## src/rtl/pipe_stage_reg.sv

```systemverilog
// Purpose : generic RV32 pipeline stage register (ctrl + data bundle) with valid/ready, flush and stall counter.
// Latency : one cycle from in_fire to out_valid; one transfer per cycle while out_ready is high.
// Backpr. : skid build keeps a second entry and a registered in_ready; default build stalls in_ready combinationally.
//
// Build option: define PIPE_STAGE_SKID_EN for the two-entry skid buffer (states EMPTY/ONE/TWO).
// Ports:
//   clk, rst_n            clock, asynchronous active-low reset
//   in_valid/in_ready     upstream handshake; in_ctrl/in_data payload
//   out_valid/out_ready   downstream handshake; out_ctrl (zero when idle) / out_data (holds last value)
//   flush                 synchronous kill of every held entry and of any beat accepted in the same cycle
//   stall_cnt             saturating count of cycles with out_valid && !out_ready
module pipe_stage_reg #(
    parameter int CTRL_W = 9,
    parameter int DATA_W = 105,
    parameter int CNT_W  = 16
) (
    input  logic              clk,
    input  logic              rst_n,
    input  logic              in_valid,
    output logic              in_ready,
    input  logic [CTRL_W-1:0] in_ctrl,
    input  logic [DATA_W-1:0] in_data,
    output logic              out_valid,
    input  logic              out_ready,
    output logic [CTRL_W-1:0] out_ctrl,
    output logic [DATA_W-1:0] out_data,
    input  logic              flush,
    output logic [CNT_W-1:0]  stall_cnt
);

    typedef enum logic [1:0] {
        ST_EMPTY = 2'd0,
        ST_ONE   = 2'd1,
        ST_TWO   = 2'd2
    } state_t;

    state_t            state_q, state_d;
    logic [CTRL_W-1:0] m_ctrl_q, m_ctrl_d;
    logic [DATA_W-1:0] m_data_q, m_data_d;
    logic [CNT_W-1:0]  cnt_q, cnt_d;
    logic              in_fire;
    logic              out_fire;

`ifdef PIPE_STAGE_SKID_EN
    logic [CTRL_W-1:0] s_ctrl_q, s_ctrl_d;
    logic [DATA_W-1:0] s_data_q, s_data_d;

    // Depends only on the state register, so out_ready never reaches in_ready combinationally.
    assign in_ready = (state_q != ST_TWO);
`else
    assign in_ready = !out_valid || out_ready;
`endif

    assign out_valid = (state_q != ST_EMPTY);
    // m_ctrl_q is zeroed whenever the stage goes empty, so no output gating is needed.
    assign out_ctrl  = m_ctrl_q;
    assign out_data  = m_data_q;
    assign stall_cnt = cnt_q;
    assign in_fire   = in_valid && in_ready;
    assign out_fire  = out_valid && out_ready;

    always_comb begin
        cnt_d = cnt_q;
        if (out_valid && !out_ready && (cnt_q != {CNT_W{1'b1}})) begin
            cnt_d = cnt_q + CNT_W'(1);
        end
    end

    always_comb begin
        state_d  = state_q;
        m_ctrl_d = m_ctrl_q;
        m_data_d = m_data_q;
`ifdef PIPE_STAGE_SKID_EN
        s_ctrl_d = s_ctrl_q;
        s_data_d = s_data_q;
`endif
        case (state_q)
            ST_EMPTY: begin
                if (in_fire) begin
                    state_d  = ST_ONE;
                    m_ctrl_d = in_ctrl;
                    m_data_d = in_data;
                end
            end
            ST_ONE: begin
                if (in_fire && out_fire) begin
                    m_ctrl_d = in_ctrl;
                    m_data_d = in_data;
`ifdef PIPE_STAGE_SKID_EN
                end else if (in_fire) begin
                    // Downstream stalled while a beat was in flight: park it in the skid slot.
                    state_d  = ST_TWO;
                    s_ctrl_d = in_ctrl;
                    s_data_d = in_data;
`endif
                end else if (out_fire) begin
                    state_d = ST_EMPTY;
                end
            end
`ifdef PIPE_STAGE_SKID_EN
            ST_TWO: begin
                if (out_fire) begin
                    state_d  = ST_ONE;
                    m_ctrl_d = s_ctrl_q;
                    m_data_d = s_data_q;
                end
            end
`endif
            default: state_d = ST_EMPTY;
        endcase

        // Flush drops everything, including a beat accepted this cycle; the data
        // register is left untouched so out_data keeps showing the last value.
        if (flush) begin
            state_d  = ST_EMPTY;
            m_data_d = m_data_q;
        end

        if (state_d == ST_EMPTY) begin
            m_ctrl_d = '0;
        end
    end

    always_ff @(posedge clk or negedge rst_n) begin
        if (!rst_n) begin
            state_q  <= ST_EMPTY;
            m_ctrl_q <= '0;
            m_data_q <= '0;
            cnt_q    <= '0;
`ifdef PIPE_STAGE_SKID_EN
            s_ctrl_q <= '0;
            s_data_q <= '0;
`endif
        end else begin
            state_q  <= state_d;
            m_ctrl_q <= m_ctrl_d;
            m_data_q <= m_data_d;
            cnt_q    <= cnt_d;
`ifdef PIPE_STAGE_SKID_EN
            s_ctrl_q <= s_ctrl_d;
            s_data_q <= s_data_d;
`endif
        end
    end

endmodule

```

## config.mk

```make
export PLATFORM = sky130hd
export DESIGN_NAME = pipe_stage_reg
export DESIGN_NICKNAME = d
export VERILOG_FILES = /design/src/rtl/pipe_stage_reg.sv
export SDC_FILE = /design/constraint.sdc
export NUM_CORES = 1
export LEC_CHECK = 0
export ABC_AREA = 1
export ABC_CLOCK_PERIOD_IN_PS = 4250
export BUFFER_PORTS_ARGS = -buffer_cell sky130_fd_sc_hd__buf_2
export CAP_MARGIN = 20
export CORE_UTILIZATION = 50
export CTS_BUF_LIST = sky130_fd_sc_hd__clkbuf_8 sky130_fd_sc_hd__clkbuf_16
export CTS_CLUSTER_DIAMETER = 150
export CTS_CLUSTER_SIZE = 10
export DETAILED_ROUTE_END_ITERATION = 10
export MAX_ROUTING_LAYER = met4
export PLACE_DENSITY_LB_ADDON = 0.12
export SETUP_SLACK_MARGIN = 0.4
export SYNTH_ARGS = -nofsm -noshare
export SYNTH_HDL_FRONTEND = slang
export SYNTH_SLANG_ARGS = --single-unit
```

## constraint.sdc

```tcl
create_clock -name clk -period 4.25 [get_ports clk]
set_input_delay 0.425 -clock clk [delete_from_list [all_inputs] [get_ports clk]]
set_output_delay 0.425 -clock clk [all_outputs]
set_load 0.02 [all_outputs]
```

# After elaboration in Yosys (flattened, before gate mapping)
# Cells that the tools add are included.
[word_totals] latchBits=0 rom_bits=0 input_bits=119 ff_bits=132 output_inout_bits=132 mem_count=0 word_cells=39 mem_bits_rw=0
[op_classes] mul=0 n_eq_ne=6 n_addsub=1 n_lt_le_gt_ge=0 n_bitwise=1 n_div=0 n_mux=12 shift=0 reduce_logical=15
[ops] operator="$mux W105" n=2
[ops] operator="$pmux W105 S2" n=1
[ops] operator="$mux W9" n=3
[ops] operator="$pmux W9 S2" n=1
[ops] operator="$add A16 B1 Y16 const B" n=1
[ops] operator="$ne A16 B16 Y1 const B" n=1
[ops] operator="$mux W2" n=4
[ops] operator="$ne A3 B3 Y1 const B" n=2
[ops] operator="$logic_and A1 B1 Y1" n=5
[ops] operator="$logic_not A2 Y1" n=2
[ops] operator="$ne A2 B2 Y1 const B" n=2
[ops] operator="$pmux W2 S2" n=1
[ops] operator="$reduce_and A4 Y1" n=1
[ops] operator="$reduce_bool A2 Y1" n=2
[ops] operator="$reduce_and A3 Y1" n=1
[ops] operator="$reduce_bool A3 Y1" n=1
[ops] operator="$eq A2 B1 Y1 const B" n=1
[ops] operator="$logic_not A1 Y1" n=2
[ops] operator="$logic_or A1 B1 Y1" n=1
[ops] operator="$not A1 Y1" n=1

# Logic depth before layout (Yosys ltp)
# Gate-level depths: netlist (run 1).
[logic_depth] word_depth=11 ltp_mapped=9 depth_no_buf=9

# Least setup slack after synthesis (run 1)
# OpenSTA, ideal clock, no wires.
[synth_timing] kind="register to register" from="register cnt_q[0], in the netlist stall_cnt[0]" to="register cnt_q[12], in the netlist stall_cnt[12]" setup_ns=0.065 t_required_ns=4.185 path_stages_with_launch=10 n_path_buf=1 synth_period_minus_slack_ns=1.670 arrival_ns=1.605 path_slack_ns=2.580 cell_sequence="dfrtp_1 ha_1 nand3_1 inv_1 nand2_1 nor2_1 nor2_1 buf_4 nand3_1 nand2_1"
[synth_between] elab_chain_cells=2 elab_cells_between_ends=3
[synth_lines] element="start, declared" line="40" rtl="logic [CNT_W-1:0] cnt_q, cnt_d;"
[synth_lines] element="start signal, assigned" line="138" rtl="cnt_q <= cnt_d;"
[synth_lines] element="parallel branches: the longest is 2 deep, another holds $add A16 B1 Y16"
# Parallel ways; which one is timed is not known.
# A chain may end at the register's enable or synchronous reset.

# Worst setup path in the final report (run 1)
[layout_timing] from="register cnt_q[0], in the netlist stall_cnt[0]" to="register cnt_q[9], in the netlist stall_cnt[9]"
# The elaborated chain is that of the path after synthesis.

==> flow_summary_export.csv, run 1 <==
group,metric,value,unit
run_status,status,"completed",
critical_path,max_stage_delay,0.67,ns
yosys,synth_xor_area_share,1.11,%
critical_path,path_buf_inv,1,
cts,clock_sinks,132,
yosys,ys_seq_area_share,59.9,%
sta,relSlewSlack,27.4,%
yosys,synth_seq_cells,132,
finish,area_delta_synth_final,35.9,%
critical_path,cp_data_arrival_time,2.54,ns
drt,drt_wl_total,15.0,mm
cts,clk_path_buf_depth,2,
yosys,synth_top_area_share,59.9,%
critical_path,cp-start-kind,"flip-flop",
yosys,syn_area,0.00551,mm2
grt,antenna_found_initial,1,
power,p_per_area,531,mW/mm2
cts,cts_tree,"yes",
yosys,synthMuxAreaShare,0,%
power,ir_drop,0.236,mV
grt,grt_pass1_vias,5097,
power,power_frac_comb,20.7,%
grt,overflow,0,
placement,place.gp.congestion,0.860,
yosys,synth_simple_gate_area_share,33.8,%
drt,postRouteAntennaNets,0,
drt,top_layer_used,"met4",
critical_path,worstRegToRegCells,7,
critical_path,cp_slowest_cell,"nor2_1",
yosys,yosys-top-cells-count,"nand2_1 (285), dfrtp_1 (132), nand3_1 (131)",
grt,grt_util_all_layers,28.1,%
critical_path,end_kind,"flip-flop",
critical_path,r2r-end,"stall_cnt[9]",
floorplanning,initial_core_util,52.4,%
power,pwr-share-clk,39.4,%
critical_path,critPathMaxFanout,14,
critical_path,path_delay_family,"simple AND/OR/NAND/NOR gates",
finish,fillCellCount,836,
cts,cts_resized,0,
yosys,synth_edf_count,0,
yosys,ys_warn_count,0,
cts,cts_hold_buffers,0,
yosys,yosysTopAreaCell,"dfrtp_1",
drt,vias,5244,
placement,dpl.hpwl,10.0,mm
floorplanning,core-area,0.0105,mm2
drt,drt_iter0_drc,427,
sta,rsz0062_at_grt,"false",
yosys,synth_flop_cell,"dfrtp_1",
finish,layout-drive-gt1-share,32.4,%
min_path,min_path_type,"in2async",
grt,grt_pass1_wl,24.2,mm
drt,wl_per_cell,14.5,um
cts,post_cts_buffers,0,
sta,fin_worst_skew,0.0102,ns
cts,htree_levels,4,
cts,numCtsBuffers,17,
yosys,synthCells,646,
floorplanning,die_area,0.0114,mm2
floorplanning,die_y,107,um
critical_path,reg2reg_slack,2.05,ns
yosys,synth_area_leaders,"dfrtp_1 (60%), nand2_1 (19%), nand3_1 (12%)",
floorplanning,die_w,107,um
finish,regArea,0.00330,mm2
sta,finalCritPeriodShare,51.7,%
yosys,synthAdderAreaFrac,0.227,%
critical_path,cp-startpoint,"stall_cnt[0]",
power,p_int,0.00276,W
yosys,synth_top_family_by_area,"simple AND/OR/NAND/NOR gates",
cts,insertion_delay,0.52,ns
placement,port_buffers,250,
drt,drtPass1Iterations,7,
critical_path,worstPathRequired,4.59,ns
drt,vias_per_cell,5.07,
power,p_leak,4.32,nW
yosys,synthMostInstantiatedCell,"nand2_1",
critical_path,worstReg2RegStart,"stall_cnt[0]",
yosys,async_flop_share,100,%
finish,finish.utilization,71.3,%
floorplanning,pin_count,251,
critical_path,path_common_cell,"nor2_1",
power,switchingPower,0.00122,W
drt,wl_met1,6.04,mm
sta,fmax,455,MHz
yosys,syn_nets,766,
yosys,yosysUniqueCellTypes,19,
cts,clock_tree.root_cell,"clkbuf_8",
sta,worst_pin_slew,1.09,ns
power,switching_share,30.6,%
critical_path,cp_cell_sequence,"ha_1 -> nand3_1 -> inv_1 -> nand2_1 -> nor2_1 -> nor2_1 -> o21ai_0",
sta,slew_viol_final,0,
critical_path,critical_path_class,"reg2reg",
cts,path_clk_slew,0.06,ns
sta,fin_crit,2.20,ns
drt,wl_met3,1.05,mm
yosys,avgSynthCellArea,8.53,um2
sta,setup_viol,0,
drt,route.met2.wl,7.40,mm
drt,remaining_drc_errors,0,
sta,timing.setup.tns,0,ns
yosys,synth-compound-area-share,0.931,%
finish,multi_input_area,0.00200,mm2
power,seqPwrFrac,39.9,%
grt,grt_max_degree,116,
run,cap_viol_max_count,0,
sta,hold_viol,0,
floorplanning,row_count,37,
finish,final_nets,1004,
[kinds of logic after synthesis]
| family | Yosys count |
|---|---|
| buffers and inverters | 52 |
| AND/OR/NAND/NOR | 444 |
| other | 1 |
| adder cells (fa/ha/maj) | 1 |
| flip-flops | 132 |
| AO/OA/AOI/OAI | 9 |
| XOR/XNOR | 7 |
[cell usage in the layout, fill, tap and decap left out, types with 2 or more instances in the layout]
master and instances:
dfrtp_1 132, xnor2_1 7, nand3_1 131, clkbuf_16 16
nand2_4 2, clkinv_4 3, nor2_1 20, bufinv_16 5
clkbuf_8 2, nand2_1 283, inv_1 16, nor2_2 2
clkinv_2 2, buf_2 249, buf_4 5, o21ai_0 7
clkinv_1 2, nand4_1 5
[worst register-to-register path: stages, from the launching register on]
cell     delay, ns
dfrtp_1       0.45
ha_1          0.26
nand3_1       0.17
inv_1         0.06
nand2_1       0.15
nor2_1        0.07
nor2_1        0.67
o21ai_0       0.20
[worst max path at each step]
stage	endpoint	slack, ns	cells after the start
floorplan	stall_cnt[12]	2.58	9
global placement	stall_cnt[12]	2.22	8
detailed placement	stall_cnt[9]	2.12	7
CTS	stall_cnt[9]	2.07	7
global route	stall_cnt[12]	1.84	8
finish	stall_cnt[9]	2.05	7
[per-layer routing]
metal	track usage [%]	vias to the layer above
met4	13.4	0
li1	-	2540
met5	-	-
met1	33.0	2449
met3	7.11	38
met2	45.3	217
[final cells by class]
type,instances,share of cell area (%)
flip-flops and latches,132,44.1
multi-input cells,462,26.8
repair buffers,255,17.5
clock buffers,18,5.71
clock inverters,14,2.81
well taps,136,2.27
inverters,16,0.802
diodes,1,0.0334
[power by group through the flow]
stage	Combinational, W	Sequential, W	Clock, W
2_1_floorplan	0.000223	0.00185	0
3_3_place_gp	0.000814	0.00159	0
3_5_place_dp	0.000832	0.00160	0
4_1_cts	0.000834	0.00158	0.00159
5_1_grt	0.000903	0.00161	0.00165
6_report	0.000825	0.00159	0.00157
[sequential cells by signal, indices dropped and copies added, names as in the netlist]
register   cells
out_data     105
stall_cnt     16
out_ctrl       9
state_q        2
[stage by stage]
stage          power [W]  cells  hold slack, ns  area [um2]  worst slack, ns
2_1_floorplan    0.00207    646           0.129        5510             2.58
3_3_place_gp     0.00241   1000           0.449        6820             2.22
3_5_place_dp     0.00243   1000           0.453        6820             2.12
4_1_cts          0.00401   1032          0.0687        7460             2.07
5_1_grt          0.00416   1034           0.115        7490             1.84
6_report         0.00398   1034          0.0424        7490             2.05
Note: power is estimated with default switching activity, not from simulation.
==> run 2, diff against run 1 <==
--- a/config.mk
+++ b/config.mk
@@ -5,11 +5,11 @@
 export SDC_FILE = /design/constraint.sdc
 export NUM_CORES = 1
 export LEC_CHECK = 0
-export ABC_AREA = 1
-export ABC_CLOCK_PERIOD_IN_PS = 4250
+export ABC_AREA = 0
+export ABC_CLOCK_PERIOD_IN_PS = 2000
 export BUFFER_PORTS_ARGS = -buffer_cell sky130_fd_sc_hd__buf_2
 export CAP_MARGIN = 20
-export CORE_UTILIZATION = 50
+export CORE_UTILIZATION = 42
 export CTS_BUF_LIST = sky130_fd_sc_hd__clkbuf_8 sky130_fd_sc_hd__clkbuf_16
 export CTS_CLUSTER_DIAMETER = 150
 export CTS_CLUSTER_SIZE = 10
==> constraint.sdc (replaced) <==
create_clock -name clk -period 2 [get_ports clk]
set_input_delay 0.2 -clock clk [delete_from_list [all_inputs] [get_ports clk]]
set_output_delay 0.2 -clock clk [all_outputs]
set_load 0.02 [all_outputs]
==> flow_summary_export.csv, run 2 <==
group,metric,value,unit
floorplanning,core-area,0.0120,mm2
yosys,syn_nets,442,
drt,drt_iter0_drc,186,
yosys,yosys-top-cells-count,"dfrtp_1 (132), mux2_2 (104), a22o_1 (9)",
finish,regArea,0.00331,mm2
yosys,synth_edf_count,0,
drt,drt_wl_total,14.0,mm
finish,final_nets,738,
finish,mostFrequentLayoutCells,"buf_2 (248), dfrtp_1 (128), mux2_2 (55)",
placement,dpl.hpwl,8.77,mm
yosys,async_flop_share,100,%
yosys,synth_area_leaders,"dfrtp_1 (64%), mux2_2 (23%), buf_6 (1.7%)",
cts,htree_levels,4,
power,power,0.00889,W
floorplanning,initial_core_util,43.2,%
finish,layout-drive-gt1-share,69.5,%
critical_path,cp_data_arrival_time,1.93,ns
cts,clk_path_buf_depth,2,
grt,overflow,0,
floorplanning,row_count,40,
sta,setup_viol,0,
yosys,synthCells,322,
drt,vias,3857,
sta,fmax,610,MHz
critical_path,critPathMaxFanout,8,
grt,grt_util_all_layers,20.3,%
run,cap_viol_max_count,0,
critical_path,cp-startpoint,"stall_cnt[1]",
power,ir_drop,0.732,mV
drt,drtPass1Iterations,5,
drt,vias_per_cell,4.96,
cts,path_clk_slew,0.05,ns
floorplanning,die_y,113,um
critical_path,cp-start-kind,"flip-flop",
sta,hold_viol,0,
finish,fillCellCount,928,
power,p_per_area,1120,mW/mm2
grt,grt_pass1_vias,3814,
run_status,status,"completed",
finish,multi_input_area,0.00200,mm2
critical_path,worstPathRequired,2.29,ns
critical_path,endpoint,"stall_cnt[1]",
yosys,yosysUniqueCellTypes,35,
yosys,synth_top_area_share,63.6,%
yosys,syn_area,0.00519,mm2
critical_path,worstRegToRegCells,5,
floorplanning,pin_count,251,
sta,fin_worst_skew,0.00661,ns
critical_path,critical_path_class,"reg2reg",
power,p_leak,4.03,nW
yosys,yosysTopAreaCell,"dfrtp_1",
yosys,avgSynthCellArea,16.1,um2
sta,timing.setup.tns,0,ns
finish,area_delta_synth_final,53.3,%
drt,wl_per_cell,18.0,um
placement,place_inst,712,
grt,antenna_found_initial,0,
sta,rsz0062_at_grt,"true",
yosys,synthMostInstantiatedCell,"dfrtp_1",
floorplanning,die_w,113,um
critical_path,reg2reg_slack,0.36,ns
grt,grt_pass1_wl,19.1,mm
finish,largest_reg_flops,105,
cts,clock_sinks,132,
drt,remaining_drc_errors,0,
grt,grt_max_degree,50,
finish,final_common_cell,"buf_2",
sta,finalCritPeriodShare,82.0,%
cts,cts_tree,"yes",
placement,place.gp.congestion,0.740,
drt,postRouteAntennaNets,0,
finish,fin_cells,777,
critical_path,r2r-end,"stall_cnt[1]",
sta,slew_viol_final,0,
yosys,synth_flop_cell,"dfrtp_1",
critical_path,worstReg2RegStart,"stall_cnt[1]",
finish,diodes,0,
sta,relSlewSlack,49.0,%
sta,worst_pin_slew,0.761,ns
floorplanning,die_area,0.0128,mm2
yosys,ys_seq_area_share,63.6,%
cts,insertion_delay,0.41,ns
finish,finish.utilization,66.3,%
cts,clock_tree.root_cell,"clkbuf_16",
cts,numCtsBuffers,17,
placement,port_buffers,250,
min_path,min_path_type,"in2reg",
critical_path,end_kind,"flip-flop",
sta,fin_crit,1.64,ns
yosys,synth_seq_cells,132,
yosys,ys_warn_count,0,
[run 2: area by class of cell]
class | instances | area share, %
clock buffers | 23 | 6.38
repair buffers | 292 | 23.6
clock inverters | 8 | 1.05
multi-input cells | 175 | 25.1
flip-flops and latches | 132 | 41.6
well taps | 147 | 2.31
[run 2: timing repair]
item,CTS,global route
endpoints found under the setup margin,12,117
pin swaps,0,4
gates resized for setup,4,71
gates cloned,0,13
hold buffers,6,0
endpoints found under the hold margin,51,0
setup buffers,1,14
[run 2: logic make-up (layout without fill, tap and decap cells)]
group | after synthesis | count (layout) | synth area share [%]
flip-flops | 132 | 132 | 63.6
XOR/XNOR | 11 | 11 | 1.86
multiplexers | 109 | 109 | 23.7
AND/OR/NAND/NOR | 38 | 38 | 5.76
AO/OA/AOI/OAI | 15 | 15 | 2.27
other | 1 | 1 | 0.0722
adder cells (fa/ha/maj) | 1 | 1 | 0.241
buffers and inverters | 15 | 323 | 2.46
[run 2: per-stage QoR]
step / area, um2 / hold slack [ns] / worst slack (ns)
2_1_floorplan: 5210 / -0.0956 / 0.341
3_3_place_gp: 6640 / 0.171 / 0.244
3_5_place_dp: 6640 / 0.181 / 0.220
4_1_cts: 7320 / 0.000475 / 0.356
5_1_grt: 7960 / 0.00294 / 0.300
6_report: 7960 / 0.0149 / 0.361
[run 2: report_power, final]
group	total [W]	internal [W]	switching (W)	leakage [nW]
sequential	0.00351	0.00318	0.000328	1.60
clock	0.00305	0.00200	0.00105	0.311
combinational	0.00233	0.00110	0.00123	2.12
[run 2: routing by layer]
metal,GRT usage (%),share of wire (%),up-vias,routed length [um]
li1,-,-,1758,-
met1,22.8,41,1910,5780
met4,10.5,2.5,0,344
met2,32.4,50,163,6910
met3,6.48,6.6,26,921
met5,-,0,-,0
[run 2: worst max-delay path, cell delays in order, from the launching register on]
cell and delay, ns:
dfrtp_2 0.39, ha_4 0.15, nand4_4 0.15, and4bb_4 0.48
nor2_4 0.05, mux2_4 0.29
[run 2: worst min-delay path by stage]
stage,from,endpoint,slack (ns),depth (start not counted)
2_1_floorplan,rst_n,out_ctrl[0],-0.1,0
3_3_place_gp,rst_n,out_data[34],0.17,1
3_5_place_dp,rst_n,out_data[34],0.18,1
4_1_cts,in_data[23],out_data[23],0.0005,2
5_1_grt,in_data[42],out_data[42],0.003,2
6_report,in_valid,state_q[0],0.01,2
